--- src/rtl/stream_encryptor.sv ---
// Purpose: XORs 64-bit plaintext blocks with a 64-bit Fibonacci LFSR keystream on the transmit side.
// Latency: 1 cycle from accept to a registered chiper with chiper_valid; 1 block/cycle sustained.
// Backpressure: plain_ready drops while a held block is stalled or seed_load is asserted; the held block stays stable.
module stream_encryptor #(
  parameter logic [63:0] SEED  = 64'h0000_0000_0000_0001,
  parameter int          CNT_W = 32
) (
  input  logic             clk,
  input  logic             rst,
  input  logic             seed_load,
  input  logic [63:0]      seed_in,
  input  logic [63:0]      plain,
  input  logic             plain_valid,
  output logic             plain_ready,
  output logic [63:0]      chiper,
  output logic             chiper_valid,
  input  logic             chiper_ready,
  output logic [CNT_W-1:0] blk_count,
  output logic             busy
);

  typedef enum logic {
    EMPTY = 1'b0,
    FULL  = 1'b1
  } state_t;

  state_t      state;
  logic [63:0] lfsr;
  logic [63:0] lfsr_next;
  logic [63:0] seed_eff;
  logic        accept;
  logic        deliver;
  logic        seed_take;

  // Fibonacci step with taps 64,63,61,60 (bits 63,62,60,59); an all-zero seed is swapped for SEED to avoid lockup.
  always_comb begin
    lfsr_next = {lfsr[62:0], lfsr[63] ^ lfsr[62] ^ lfsr[60] ^ lfsr[59]};
    seed_eff  = (seed_in == 64'd0) ? SEED : seed_in;
  end

  // Handshake decode: the output slot is free when empty or being drained this cycle;
  // a seed load blocks accepts so the keystream never loads and steps in the same cycle.
  always_comb begin
    plain_ready = !rst && ((state == EMPTY) || chiper_ready) && !seed_load;
    accept      = plain_valid && plain_ready;
    deliver     = (state == FULL) && chiper_ready;
    seed_take   = seed_load && ((state == EMPTY) || chiper_ready);
  end

  // Output-stage FSM with registered chiper/valid/busy, keystream state and block counter.
  always_ff @(posedge clk) begin
    if (rst) begin
      state        <= EMPTY;
      chiper       <= 64'd0;
      chiper_valid <= 1'b0;
      busy         <= 1'b0;
      lfsr         <= SEED;
      blk_count    <= '0;
    end else begin
      if (accept) begin
        // Keystream word is the LFSR state in the accept cycle; step once per block.
        state        <= FULL;
        chiper       <= plain ^ lfsr;
        chiper_valid <= 1'b1;
        busy         <= 1'b1;
        lfsr         <= lfsr_next;
        blk_count    <= blk_count + CNT_W'(1);
      end else begin
        if (deliver) begin
          // Drained with nothing replacing it: chiper keeps its last value.
          state        <= EMPTY;
          chiper_valid <= 1'b0;
          busy         <= 1'b0;
        end
        if (seed_take) begin
          lfsr      <= seed_eff;
          blk_count <= '0;
        end
      end
    end
  end

endmodule

--- config.mk ---
export PLATFORM = sky130hd
export DESIGN_NAME = stream_encryptor
export DESIGN_NICKNAME = d
export VERILOG_FILES = /design/src/rtl/stream_encryptor.sv
export SDC_FILE = /design/constraint.sdc
export NUM_CORES = 1
export LEC_CHECK = 0
export ABC_AREA = 1
export ABC_CLOCK_PERIOD_IN_PS = 1500
export CORE_MARGIN = 10
export CORE_UTILIZATION = 47
export DETAILED_ROUTE_END_ITERATION = 8
export DONT_BUFFER_PORTS = 1
export REMOVE_ABC_BUFFERS = 1
export SLEW_MARGIN = 5
export SYNTH_ARGS = -nofsm -noshare
export SYNTH_HDL_FRONTEND = slang
export SYNTH_SLANG_ARGS = --single-unit
export TNS_END_PERCENT = 20
--- constraint.sdc ---
create_clock -name clk -period 1.5 [get_ports clk]
set_clock_uncertainty 0.15 [all_clocks]
set_input_delay 0.3 -clock clk [delete_from_list [all_inputs] [get_ports clk]]
set_output_delay 0.3 -clock clk [all_outputs]
set_load 0.01 [all_outputs]
==> results of run 1 <==
==> cell families after synthesis <==
family	after synthesis	share of synthesized area
compound gates	206	0.147
xor+xnor	67	0.0750
fa+ha+maj	1	0.00160
buf+inv	196	0.105
flops	161	0.412
simple gates	494	0.260
==> area by class of cell <==
| type | instances | area [um^2] | share of cell area |
|---|---|---|---|
| timing repair buffer | 251 | 2660 | 0.233 |
| clock buffer | 19 | 433 | 0.0379 |
| sequential | 161 | 3260 | 0.285 |
| clock inverter | 10 | 210 | 0.0184 |
| inverter | 138 | 536 | 0.0468 |
| tap | 220 | 275 | 0.0241 |
| multi-input combinational | 768 | 4060 | 0.355 |
==> what timing repair did <==
| item | 4_1_cts | 5_1_grt |
|---|---|---|
| buffers inserted | 1 | 8 |
| resized for setup | 41 | 112 |
| pin swaps | 8 | 51 |
| hold endpoints to repair | 126 | 0 |
| cloned | 0 | 12 |
| hold buffers | 116 | 0 |
| endpoints found under the setup margin | 144 | 142 |
==> worst max-delay path, cell delays in order, from the launching register on <==
cell	delay [ps]
dfxtp_2	360
buf_6	140
nand2_2	50
nor2_2	110
nand2_2	90
nor2_4	160
nand2_4	90
nor2_4	130
nand2_1	60
nand2_1	50
inv_1	30
nor2_1	80
==> how the worst min path moves through the flow <==
stage                start             to  slack (ps)
3_3_place_gp           rst   blk_count[1]         220
4_1_cts        seed_in[30]       lfsr[30]           1
6_report       seed_in[19]       lfsr[19]          10
5_1_grt        seed_in[19]       lfsr[19]          20
3_5_place_dp           rst  blk_count[28]         220
2_1_floorplan          rst   blk_count[1]         220
==> power breakdown <==
| group | total [mW] | switching, mW | internal (mW) | leakage [nW] |
|---|---|---|---|---|
| sequential | 4.71 | 0.239 | 4.48 | 1.33 |
| clock | 4.83 | 1.73 | 3.10 | 0.309 |
| combinational | 1.42 | 0.685 | 0.739 | 3.37 |
==> cells in the mapped netlist, types with 2 or more instances <==
cell type    n  area share
nand2_1    312        0.15
dfxtp_1    161        0.41
inv_1      133       0.064
nor2_1      82       0.039
a21oi_1     80       0.051
o21ai_0     72       0.046
nand3_1     67       0.043
xnor2_1     66       0.074
o211ai_1    30       0.029
buf_2       27       0.017
clkbuf_1    12      0.0058
nand4_1     11      0.0088
buf_1        9      0.0043
buf_4        7      0.0067
nor2_2       7      0.0056
o21ai_1      7      0.0045
a22oi_1      6      0.0058
inv_2        5      0.0024
nand2_2      5      0.0040
a211oi_1     4      0.0038
buf_6        3      0.0043
nor3_1       3      0.0019
o221ai_1     3      0.0034
a31oi_1      2      0.0016
and3_1       2      0.0016
nor2_4       2      0.0029
==> flip-flops by register name (all words and copies together) (netlist names) <==
signal,flops
state,1
lfsr,64
blk_count,32
chiper,64
==> metrics by stage <==
stage	hold slack, ps	setup slack [ps]	power [mW]
6_report	14.4	-63.9	11.0
5_1_grt	17.6	-143	11.4
4_1_cts	1.08	-40.7	10.9
3_5_place_dp	223	-135	5.80
3_3_place_gp	223	-137	5.78
2_1_floorplan	219	-1670	5.42
==> routing by layer <==
layer,global-route usage,part of all wire,wire [um]
met2,0.370,0.49,13000
met3,0.0695,0.087,2310
met4,0.0648,0.021,552
met5,0,0,0
met1,0.265,0.40,10700
==> out/qor.csv, run 1 <==
stage,metric,value,unit
clock_network,Clock transition at path regs,60,ps
synthesis,Yosys warning count,0,
setup_path,crit path to,blk_count[23],
routing,Antenna Nets Post-Route,0,
clock_network,clk_lat worst skew,420,ps
grt,initial antenna violation count,0,
placed_design,area post-placement,8850,um^2
synthesis,top_reg_cell synth,dfxtp_1,
synthesis,number of synthesized flops with an enable pin,0,
clock_network,clk buf depth,2,
routing,Via density,5.12,
routing,DRC viols,0,
finish,final instance area,11400,um^2
flow_run,maxcap violations,0,
finish,layout cells sized above 1,0.192,
floorplan,Die Wd,149,um
routing,DR iter-0 viols,423,
synthesis,"Avg Cell Area, Syn",6.96,um^2
sta,TNS Setup,-352,ps
routing,1st-pass router iterations,6,
synthesis,share of flip-flops with an asynchronous set or reset,0,
sta,Max-slew headroom,0.668,
worst_hold_path,worst hold path type,input pin to flip-flop,
placed_design,dpl hpwl,17300,um
finish,"commonest cells after routing, fill and taps aside","nand2_1, dfxtp_1, inv_1, dlygate4sd3_1, buf_4",
run_status,failing checks,negative setup slack,
grt,global-route wire length before repair,40000,um
setup_path,Critical Path RT,1700,ps
clock_network,CTS H-tree lvls,4,
placed_design,routability cong.,0.866,
grt,remaining global-route overflow,0,
sta,Max Clock Freq,639,MHz
finish,fill count,1317,
synthesis,Syn Inst Count,1125,
setup_path,reg2reg end,blk_count[23],
grt,largest net degree at the start of global routing,42,
sta,crit share post-route,1.04,
clock_network,Num CTS Buffers,17,
worst_hold_path,worst hold path stage count,4,
floorplan,DIE AREA,22200,um^2
setup_path,r2r setup slk,-60,ps
synthesis,synthesis-stage register bit count,161,
synthesis,area of the mapped netlist,7830,um^2
clock_network,clk sinks,161,
run_status,status,finished with violations,
routing,DRT Wirelength,26500,um
setup_path,crit path from,blk_count[0],
routing,Vias,8016,
power_and_ir_drop,PD cells,959,nW/um^2
sta,Final min period,1560,ps
setup_path,Worst setup SP type,flip-flop,
clock_network,TritonCTS clock tree,yes,
synthesis,"Seq/Total Area, Yosys",0.412,
grt,vias in the first global route,7623,
grt,Global Route Usage Sum,0.221,
synthesis,Yosys cell types,33,
finish,Area Growth Syn to Fin,46.1,%
clock_network,Root Buffer,clkbuf_16,
finish,final core occ,0.695,
floorplan,Core Region,16500,um^2
sta,Fin. Hold Viols,0,
finish,"most common cell after layout, fill and taps aside",nand2_1,
setup_path,R2R cell count,11,
floorplan,Die Y,149,um
sta,Final Slew Violations,0,
finish,# diodes,0,
power_and_ir_drop,VDD IR max,0.000808,V
placed_design,Port Buffers,0,
sta,PnR worst setup slack,-63.9,ps
setup_path,WS Path Type,flip-flop to flip-flop,
placed_design,Post-Place Cells,1401,
finish,nets,1471,
power_and_ir_drop,Lkg Pwr,5.01,nW
sta,Setup Viol. Count Final,18,
floorplan,Initial Util,0.475,
floorplan,io pins,232,
sta,worst-margin pin slew,497,ps
setup_path,worst reg2reg startpoint,blk_count[0],
finish,Layout Cells excl Fill,1567,
floorplan,Cell Rows,47,
sta,RSZ-0062 raised after global routing,true,
setup_path,Worst EP arrival,1760,ps
setup_path,crit path max fanout,5,
routing,drt wl/cell,16.9,um
setup_path,Setup crit end kind,flip-flop,
Power figures use the tool's default switching activity.
==> inputs of run 2 (changes only) <==
Settings changed: CORE_ASPECT_RATIO set to 0.7.
==> run 2 against run 1 <==
Effect of this change:
- the run still ends with negative setup slack left
- highest routed layer unchanged
- global-route usage rose by 0.71 points
- largest cell class unchanged
- sequential power hardly changed
- clock power shrank 13%
- critical path type unchanged
- non-clock buffer count decreased by 8
==> out/qor.csv, run 2 (synthesis gave the netlist of run 1 again) <==
stage,metric,value,unit,change
sta,RSZ-0062 raised after global routing,true,,
placed_design,routability cong.,0.869,,+0.28%
clock_network,CTS H-tree lvls,4,,unchanged
routing,DRT Wirelength,28300,um,+6.7%
run_status,failing checks,negative setup slack,,
floorplan,Core Region,16300,um^2,-0.72%
power_and_ir_drop,Pint,7.53,mW,-9.5%
grt,Global Route Usage Sum,0.228,,+0.00713
routing,DR iter-0 viols,726,,+72%
floorplan,Die Y,128,um,-14%
sta,Final Slew Violations,0,,unchanged
power_and_ir_drop,Reg power frac,0.454,,+0.024
routing,drt wl/cell,18.0,um,+6.7%
setup_path,R2R cell count,7,,-4
clock_network,clk sinks,161,,unchanged
power_and_ir_drop,Lkg Pwr,4.89,nW,-2.3%
power_and_ir_drop,VDD IR max,0.000657,V,-19%
setup_path,Critical Path RT,1670,ps,-30 ps
power_and_ir_drop,Total Power,10.4,mW,-5.2%
finish,fill count,1337,,+1.5%
clock_network,Root Buffer,clkbuf_16,,
grt,vias in the first global route,7527,,-1.3%
routing,1st-pass router iterations,5,,-1
floorplan,DIE AREA,22300,um^2,+0.37%
clock_network,TritonCTS clock tree,yes,,
grt,largest net degree at the start of global routing,57,,+36%
floorplan,Initial Util,0.479,,+0.00346
sta,Fin. Hold Viols,0,,unchanged
setup_path,r2r setup slk,-90,ps,-20 ps
grt,initial antenna violation count,0,,unchanged
clock_network,clk buf depth,2,,unchanged
setup_path,crit path from,state,,
setup_path,CP max stage delay,340,ps,-20 ps
finish,layout cells sized above 1,0.200,,+0.00802
run_status,status,finished with violations,,
placed_design,Port Buffers,0,,unchanged
floorplan,Cell Rows,39,,-17%
power_and_ir_drop,Psw,2.87,mW,+8.2%
routing,Via density,5.19,,+1.4%
floorplan,io pins,232,,unchanged
routing,Antenna Nets Post-Route,0,,unchanged
sta,Max-slew headroom,0.646,,-0.0215
routing,DRC viols,0,,unchanged
clock_network,Clock transition at path regs,70,ps,about the same
setup_path,crit path to,blk_count[30],,
placed_design,area post-placement,8770,um^2,-0.89%
sta,TNS Setup,-1090,ps,-738 ps
finish,final instance area,11300,um^2,-1.1%
power_and_ir_drop,Comb power frac,0.140,,+0.010
sta,worst-margin pin slew,529,ps,+32.1 ps
setup_path,Worst setup SP type,flip-flop,,
sta,Max Clock Freq,630,MHz,-1.5%
finish,nets,1465,,-0.41%
power_and_ir_drop,PD cells,920,nW/um^2,-4.1%
setup_path,Worst EP arrival,1760,ps,about the same
routing,Vias,8134,,+1.5%
grt,global-route wire length before repair,41200,um,+3.0%
setup_path,crit path cell chain,nand2_4 > nand3_4 > buf_8 > nor2_2 > nand4_1 > nor3_2 > nor2_1,,
finish,# diodes,0,,unchanged
sta,PnR worst setup slack,-87.0,ps,-23.2 ps
sta,crit share post-route,1.06,,+0.0155
setup_path,reg2reg end,blk_count[30],,
setup_path,Setup crit end kind,flip-flop,,
setup_path,crit path max fanout,7,,+2
flow_run,maxcap violations,0,,unchanged
finish,"most common cell after layout, fill and taps aside",nand2_1,,
finish,"commonest cells after routing, fill and taps aside","nand2_1, dfxtp_1, inv_1, dlygate4sd3_1, buf_4",,
setup_path,WS Path Type,flip-flop to flip-flop,,
sta,Setup Viol. Count Final,37,,+19
placed_design,dpl hpwl,18100,um,+4.8%
power_and_ir_drop,Switching Share,0.276,,+0.0342
finish,Area Growth Syn to Fin,44.5,%,
clock_network,clk_lat worst skew,440,ps,+20 ps
floorplan,Die Wd,174,um,+17%
setup_path,worst reg2reg startpoint,state,,
grt,remaining global-route overflow,0,,unchanged
setup_path,slowest CP cell,dfxtp_2,,
power_and_ir_drop,Clock power frac,0.405,,-0.035
worst_hold_path,worst hold path type,input pin to flip-flop,,
finish,top flop regs,"chiper x64, lfsr x64, blk_count x32",,
clock_network,Num CTS Buffers,17,,unchanged
sta,Final min period,1590,ps,+23.2 ps
## run 2: changes by cell type in the layout (fill, tap and decap cells not counted), sizes merged, moves of 2 or more
cell         before  now
bufinv            6    1
clkbuf           30   26
clkinv            2    4
clkinvlp          1    4
dlygate4sd3     115  112
inv             139  144
## run 2: critical path, delay by kind of cell, from the launching register on
family | cells | cell delay [ps]
simple gates | 6 | 770
flops | 1 | 340
buf+inv | 1 | 200
## run 2: power by group through the flow
stage | combinational, mW | sequential (mW) | clock, mW
after global placement | 0.960 | 4.82 | 0
final | 1.46 | 4.72 | 4.21
after CTS | 1.26 | 4.72 | 4.29
after floorplan | 0.671 | 4.75 | 0
after detailed placement | 0.977 | 4.81 | 0
after global routing | 1.59 | 4.75 | 4.46
## run 2: repair_timing
action,CTS,global route
hold endpoints to repair,123,0
hold buffers,112,0
buffers inserted,6,9
endpoints found under the setup margin,149,147
resized for setup,66,129
pin swaps,18,14
gates cloned,0,12
## run 2: how the worst min path moves through the flow
stage,startpoint,endpoint,cells after the start
2_1_floorplan,rst,blk_count[1],1
3_3_place_gp,rst,blk_count[27],1
3_5_place_dp,rst,blk_count[27],1
4_1_cts,seed_in[6],lfsr[6],4
5_1_grt,seed_in[55],lfsr[55],4
6_report,seed_in[6],lfsr[6],4
## run 2: area by class of cell
cell class	instances	area [um^2]	area share
timing repair buffer	243	2550	0.225
clock inverter	13	129	0.0114
timing repair inverter	2	20.0	0.00177
inverter	138	543	0.0480
multi-input combinational	768	4100	0.363
tap	225	282	0.0249
sequential	161	3260	0.288
clock buffer	18	429	0.0380
## run 2: metrics by stage
step	hold WS, ps	cells	setup WS (ps)	util
final	1.56	1568	-87.0	0.692
after global routing	34.5	1568	-209	0.692
after CTS	0.222	1547	-43.9	0.654
after detailed placement	223	1398	-190	0.537
after global placement	222	1398	-149	0.537
after floorplan	219	1067	-1670	-
## run 2: routing by layer
| layer | wire length (um) | global-route usage | up-vias |
|---|---|---|---|
| met5 | 0 | 0 | - |
| met3 | 2780 | 0.0792 | 30 |
| li1 | - | - | 3998 |
| met4 | 327 | 0.0596 | 0 |
| met1 | 12500 | 0.301 | 3736 |
| met2 | 12600 | 0.348 | 370 |
